<file path="config.mk">
export PLATFORM = sky130hd
export DESIGN_NAME = seq_bit_serializer_flat
export DESIGN_NICKNAME = d
export VERILOG_FILES = /design/src/rtl/seq_bit_serializer_if.sv /design/src/rtl/seq_bit_serializer.sv /design/src/flat_wrapper.sv
export SDC_FILE = /design/constraint.sdc
export NUM_CORES = 1
export LEC_CHECK = 0
export ABC_AREA = 1
export BUFFER_PORTS_ARGS = -buffer_cell sky130_fd_sc_hd__buf_4
export CAP_MARGIN = 20
export CORE_AREA = 2 2 70 72
export CTS_CLUSTER_DIAMETER = 30
export DETAILED_ROUTE_END_ITERATION = 16
export DIE_AREA = 0 0 72 74
export PLACE_DENSITY = 0.6
export SYNTH_ARGS = -nofsm -noshare
export SYNTH_HDL_FRONTEND = slang
export SYNTH_SLANG_ARGS = --single-unit
</file>
<file path="constraint.sdc">
create_clock -name clk -period 1.85 [get_ports clk]
set_input_delay 0 -clock clk [delete_from_list [all_inputs] [get_ports clk]]
set_output_delay 0 -clock clk [all_outputs]
set_load 0.03 [all_outputs]
</file>
<file path="src/rtl/seq_bit_serializer_if.sv">
// Word-input handshake bundle for seq_bit_serializer.
// A word transfers on a rising edge where in_valid and in_ready are both high;
// in_ready depends on registers only, so it never combinationally waits on in_valid.
interface seq_bit_serializer_if #(
  parameter int WIDTH = 8
);
  localparam int LW = $clog2(WIDTH + 1);

  logic [WIDTH-1:0] in_data;
  logic [LW-1:0]    in_len;
  logic             in_valid;
  logic             in_ready;

  modport master (output in_data, output in_len, output in_valid, input in_ready);
  modport slave  (input in_data, input in_len, input in_valid, output in_ready);
endinterface

</file>
<file path="src/rtl/seq_bit_serializer.sv">
// Parallel-to-serial bit source: MSB-first, one bit per clock, with a one-word
// holding register so consecutive words stream with no idle bit between them.
module seq_bit_serializer #(
  parameter int WIDTH = 8,
  localparam int LW = $clog2(WIDTH + 1)
) (
  input  logic                  clk,
  input  logic                  rst_n,
  seq_bit_serializer_if.slave   in_if,
  output logic                  x,
  output logic                  x_valid,
  output logic                  word_done,
  output logic                  busy
);

  localparam logic [LW-1:0] WIDTH_L = LW'(WIDTH);
  localparam logic [LW-1:0] ONE_L   = LW'(1);

  logic [WIDTH-1:0] sh;
  logic [LW-1:0]    cnt;
  logic [WIDTH-1:0] hd_data;
  logic [LW-1:0]    hd_len;
  logic             hd_full;

  logic [LW-1:0]    len_eff;
  logic [LW-1:0]    shamt;
  logic [WIDTH-1:0] load_data;
  logic             len_zero;
  logic             cnt_le1;
  logic             accept;

  // Left-align the valid field; the WIDTH-wide shift drops any bits above len.
  always_comb begin
    len_eff   = (in_if.in_len > WIDTH_L) ? WIDTH_L : in_if.in_len;
    shamt     = WIDTH_L - len_eff;
    load_data = in_if.in_data << shamt;
    len_zero  = (len_eff == '0);
    cnt_le1   = (cnt <= ONE_L);
  end

  assign in_if.in_ready = !hd_full;
  assign accept         = in_if.in_valid & !hd_full;

  assign x         = sh[WIDTH-1];
  assign x_valid   = (cnt != '0);
  assign word_done = (cnt == ONE_L);
  assign busy      = x_valid | hd_full;

  always_ff @(posedge clk or negedge rst_n) begin
    if (!rst_n) begin
      sh      <= '0;
      cnt     <= '0;
      hd_data <= '0;
      hd_len  <= '0;
      hd_full <= 1'b0;
    end else if (cnt_le1 && hd_full) begin
      // Held word takes over right as the last bit leaves: zero-gap streaming.
      sh      <= hd_data;
      cnt     <= hd_len;
      hd_data <= '0;
      hd_len  <= '0;
      hd_full <= 1'b0;
    end else if (cnt_le1 && accept && !len_zero) begin
      sh  <= load_data;
      cnt <= len_eff;
    end else begin
      if (cnt != '0) begin
        sh  <= sh << 1;
        cnt <= cnt - ONE_L;
      end
      // Reaching here with a non-empty accepted word implies cnt > 1.
      if (accept && !len_zero) begin
        hd_data <= load_data;
        hd_len  <= len_eff;
        hd_full <= 1'b1;
      end
    end
  end

endmodule

</file>
<file path="src/flat_wrapper.sv">
// flat-port wrapper written by rule: the top's interface ports become plain ports
module seq_bit_serializer_flat 
#(
  parameter int WIDTH = 8,
  localparam int LW = $clog2(WIDTH + 1)
)
  (clk, rst_n, x, x_valid, word_done, busy, in_if_in_data, in_if_in_len, in_if_in_valid, in_if_in_ready);
  seq_bit_serializer_if #(.WIDTH(WIDTH)) in_if_i ();
  input  logic clk;
  input  logic rst_n;
  output logic x;
  output logic x_valid;
  output logic word_done;
  output logic busy;
  input wire logic [$bits(in_if_i.in_data)-1:0] in_if_in_data;
  input wire logic [$bits(in_if_i.in_len)-1:0] in_if_in_len;
  input wire logic [$bits(in_if_i.in_valid)-1:0] in_if_in_valid;
  output wire logic [$bits(in_if_i.in_ready)-1:0] in_if_in_ready;
  assign in_if_i.in_data = in_if_in_data;
  assign in_if_i.in_len = in_if_in_len;
  assign in_if_i.in_valid = in_if_in_valid;
  assign in_if_in_ready = in_if_i.in_ready;
  seq_bit_serializer #(.WIDTH(WIDTH)) u_core (.clk(clk), .rst_n(rst_n), .in_if(in_if_i), .x(x), .x_valid(x_valid), .word_done(word_done), .busy(busy));
endmodule
</file>
# After elaboration in Yosys (flattened, before gate mapping)
# Cells that the tools add are included.
# Widths: inputs -> output; s select.
[op_classes]
n_mux = 16
bitwise = 2
n_shift = 1
n_eq_ne = 2
order_cmp = 2
n_addsub = 2
n_reduce_logical = 11
[ops]
columns = ["op", "n"]
rows = [
  ["$mux 8", 6],
  ["$mux 4", 7],
  ["$shl 8x4->8", 1],
  ["$eq 4x1->1 const B", 1],
  ["$gt 4x4->1 const B", 1],
  ["$le 4x1->1 const B", 1],
  ["$logic_and 1x1->1", 4],
  ["$logic_not 4->1", 1],
  ["$reduce_bool 4->1", 1],
  ["$sub 4x1->4 const B", 1],
  ["$sub 4x4->4 const A", 1],
  ["$mux 1", 3],
  ["$reduce_bool 3->1", 1],
  ["$logic_not 1->1", 2],
  ["$ne 2x1->1 const B", 1],
  ["$reduce_and 2->1", 1],
  ["$reduce_bool 2->1", 1],
  ["$and 1x1->1", 1],
  ["$or 1x1->1", 1],
]
[totals]
out_inout_bits = 5
in_bits = 15
regBits = 25
elab_cells = 41

# Longest topological paths before layout
[logic_depth]
depth_word = 8
ltp_mapped = 13
depth_no_buf = 11

# Worst setup path after synthesis
# Ideal clock, no wire load.
[synth_path]
path_kind = "reg2reg"
start = "reg u_core.cnt[0]"
end = "reg u_core.sh[3]"
synth_period_minus_slack_ns = 1.740
path_buffers = 1
stages_incl_launch_ff = 11
setup_time_ns = 0.122
t_arrival_ns = 1.619
required_ns = 1.728
setup_slack_ns = 0.110
path_cell_list = "dfrtp_1 inv_1 ha_1 nand2_4 clkinv_2 nand2_4 a21oi_4 inv_4 buf_6 nor2_2 a21oi_2"
[synth_via]
elab_cells_between_ends = 8
classes_between = "order compare (1); mux (2); reduce/logical (5)"
[synth_lines]
columns = ["element", "line_no", "text"]
rows = [
  ["start: declaration", "seq_bit_serializer.sv:20", "logic [LW-1:0] cnt;"],
  ["start signal: assignment", "seq_bit_serializer.sv:59", "cnt <= hd_len;"],
  ["start signal: assignment", "seq_bit_serializer.sv:65", "cnt <= len_eff;"],
  ["start signal: assignment", "seq_bit_serializer.sv:69", "cnt <= cnt - ONE_L;"],
  ["$reduce_bool 4->1", "n/a", ""],
  ["named net x_valid", "flat_wrapper.sv:12", "output logic x_valid;"],
  ["$reduce_bool 3->1 (no line)", "n/a", ""],
  ["end signal: assignment", "seq_bit_serializer.sv:58", "sh <= hd_data;"],
  ["end signal: assignment", "seq_bit_serializer.sv:64", "sh <= load_data;"],
  ["end signal: assignment", "seq_bit_serializer.sv:68", "sh <= sh << 1;"],
  ["end: declaration", "seq_bit_serializer.sv:19", "logic [WIDTH-1:0] sh;"],
]
# The timed path passes the listed nets, and every way through them passes these cells.
# A chain may end at the register's enable or synchronous reset.

# Worst setup path after layout
[layout_path]
start = "reg u_core.cnt[0]"
end = "reg u_core.cnt[1]"
[layout_via]
elab_chain_len = 5
elab_cells_between_ends = 10
classes_between = "add/sub (1); order compare (1); mux (3); reduce/logical (5)"
[layout_lines]
columns = ["element", "line_no", "text"]
rows = [
  ["$le 4x1->1", "seq_bit_serializer.sv:38", "cnt_le1 = (cnt <= ONE_L);"],
  ["$logic_and 1x1->1 (2 in a row)", "seq_bit_serializer.sv:63", "end else if (cnt_le1 && accept && !len_zero) begin"],
  ["$mux 4", "seq_bit_serializer.sv:63", ""],
  ["$mux 4", "seq_bit_serializer.sv:56", "end else if (cnt_le1 && hd_full) begin"],
]
# Parallel ways exist; a longest one is shown, timed or not. The select of a mux whose other input is x is not followed.

==> qor.csv <==
stage,metric,value,unit
run_status,status,finished clean,
min_path,HP Start,in_if_in_len[2],
critical_path,CP endpoint kind,register,
synth,sequential fraction of the synthesis area,0.351,
final_layout,nets@finish,297,
min_path,worst hold stages,3,
timing,Max Clock Freq,0.581,GHz
global_routing,initial antenna violation count,0,
global_routing,largest net degree at the start of global routing,26,
synth,Synth area leader,dfrtp_1,
floorplan,initial core utilization,0.388,
synth,Gate Count Post-Synth,250,
place,Port Buffers,19,
critical_path,Setup CP Type,register to register,
synth,synth top area cells,"dfrtp_1, nand2_1, nand3_1, inv_1, a21oi_1",
floorplan,Die Width,72,um
critical_path,CP Launch Type,register,
power,P_leak,1.12,nW
power,VDD IR-drop max,0.379,mV
global_routing,gr ovfl total,0,
detailed_routing,Vias,1622,
detailed_routing,DR vias/cell,4.89,
min_path,Hold Path Class,input pin to register,
final_layout,"commonest non-fill, non-tap cell in the layout",nand2_1,
floorplan,core footprint,4600,um2
clock_network,clk sink count,25,
timing,clk_skew,0.00459,ns
critical_path,reg2reg start,u_core.cnt[0],
timing,Final Slew Violations,0,
synth,Synth warnings,0,
clock_network,TritonCTS buffer count,3,
detailed_routing,total iterations of the first detailed-routing run,5,
final_layout,area of the multi-input gates,928,um2
final_layout,ant diodes,0,
synth,Synth cell types,31,
floorplan,Die H,74,um
global_routing,Global Route Usage Sum,0.162,
final_layout,most frequent cells in the layout,"nand2_1, inv_1, buf_4, nand3_1, dfrtp_1",
timing,hold_ws,0.0451,ns
flow_run,Max-Cap Viols,0,
critical_path,maximum fanout along the worst path,11,
global_routing,global-route wire length before repair,6730,um
critical_path,R2R setup slack,0.13,ns
synth,#FFs+latches synth,25,
power,P per Cell Area,1280,nW/um2
critical_path,critical path required time,2.01,ns
floorplan,die area,5330,um2
final_layout,register area,626,um2
timing,relative max-transition margin,0.779,
synth,Avg Inst Size Synth,7.14,um2
global_routing,vias in the first global route,1456,
final_layout,filler cell count,468,
detailed_routing,WL/cell,12.1,um
timing,RSZ-0062 raised after global routing,no,
critical_path,critical path data arrival time,1.88,ns
floorplan,I/O pins,20,
detailed_routing,Routed WL,4000,um
timing,"Period Utilization, post-route",0.931,
floorplan,row cnt,25,
clock_network,CTS tree,built,
critical_path,Reg2Reg Depth,8,
synth,post-synth top area share,0.351,
final_layout,layout cells sized above 1,0.248,
clock_network,Root Buffer,clkbuf_8,
timing,"Setup violations, final",0,
critical_path,reg2reg end,u_core.cnt[1],
timing,minimum clock period after layout,1.72,ns
place,DP HPWL,3050,um
clock_network,H-Tree Level Count,1,
final_layout,Syn-to-layout area delta,16.5,%
synth,Post-Synthesis Net Count,268,
min_path,hold endpoint,u_core.hd_len[2],
clock_network,Max clock buf depth,2,
detailed_routing,ANT nets after route,0,
power,Total Power,0.00267,W
clock_network,worst skew pair latency,0.27,ns
place,Final GP Congestion,0.790,
detailed_routing,drc violations,0,
timing,Worst Tran Pin Value,0.332,ns
synth,cell area after synthesis,1780,um2
timing,Final Hold Vio Count,0,
detailed_routing,drt first-iter violations,116,
clock_network,Clock transition at path regs,0.09,ns
timing,setup TNS,0,ns
kinds of logic after synthesis:
family,share of synthesized area
xor gates and xnor gates,0.00982
buffers and inverters,0.130
adders and majority gates,0.0210
AOI/OAI and AO/OA,0.144
and+or+nand+nor,0.344
DFF,0.351
cell type report:
type                            count  area share
Sequential cell                    25       0.301
Timing Repair Buffer               32       0.117
Clock buffer                        4      0.0217
Multi-Input combinational cell    174       0.446
Tap cell                           54      0.0325
Inverter                           43      0.0818
routing by layer:
layer | routed length, um | global-route usage
met1 | 1970 | 0.230
met2 | 1890 | 0.269
met3 | 120 | 0.0122
met4 | 27 | 0.0440
met5 | 0 | 0
where the power goes:
part / switching [W] / internal, W
Sequential: 0.000129 / 0.000760
Clock: 0.000171 / 0.000154
Combinational: 0.000873 / 0.000584
Total: 0.00117 / 0.00150
state kept, by name, indices dropped and copies added (netlist names):
register and cells:
u_core.hd_data 8, u_core.sh 8, u_core.hd_full 1, u_core.hd_len 4, u_core.cnt 4
metrics by stage:
step | setup WS (ns) | std cells | cell area (um2) | utilization
after global placement | 0.181 | 322 | 1980 | 0.431
after global routing | 0.0173 | 332 | 2080 | 0.452
final | 0.128 | 332 | 2080 | 0.452
after CTS | 0.0990 | 327 | 2040 | 0.443
after detailed placement | 0.121 | 322 | 1980 | 0.431
after floorplan | 0.110 | 250 | 1780 | -
synthesized netlist by cell type:
master	count
buf_6	3
nor2_2	9
nand2_4	2
a21oi_2	1
dfrtp_1	25
o211ai_2	2
inv_1	36
buf_2	1
clkinv_2	1
buf_4	3
o211ai_1	1
inv_4	2
a21oi_4	1
o21ai_2	2
ha_1	3
o21ai_0	5
o22ai_1	6
nor3_1	2
clkbuf_1	1
xor2_1	2
nand2_1	69
a21oi_1	13
nand3_1	29
inv_2	4
nand3_4	1
o221ai_1	1
o21ai_1	6
o21ai_4	1
nor2_1	10
nand2_2	5
nor2_4	3
worst max path at each step:
stage	endpoint	slack (ns)	start
6_report	u_core.cnt[1]	0.13	u_core.cnt[0]
5_1_grt	u_core.sh[1]	0.02	u_core.cnt[0]
4_1_cts	u_core.sh[6]	0.1	u_core.cnt[0]
3_5_place_dp	u_core.sh[6]	0.12	u_core.cnt[0]
3_3_place_gp	u_core.sh[4]	0.18	u_core.cnt[0]
2_1_floorplan	u_core.sh[3]	0.11	u_core.cnt[0]
critical path, cell delays in order, from the launching register on:
cell and delay, ns:
dfrtp_1 0.41, inv_1 0.11, ha_2 0.28, o21ai_4 0.12
nor2_4 0.28, buf_4 0.18, a21oi_1 0.06, o21ai_1 0.10
o21ai_2 0.07
timing repair:
item / CTS / global route
setup endpoints to repair: 0 / 5
hold buffers: 1 / 0
endpoints found under the hold margin: 25 / 0
setup buffers: 0 / 5
gates resized for setup: 0 / 2
(Power assumes the default switching activity.)
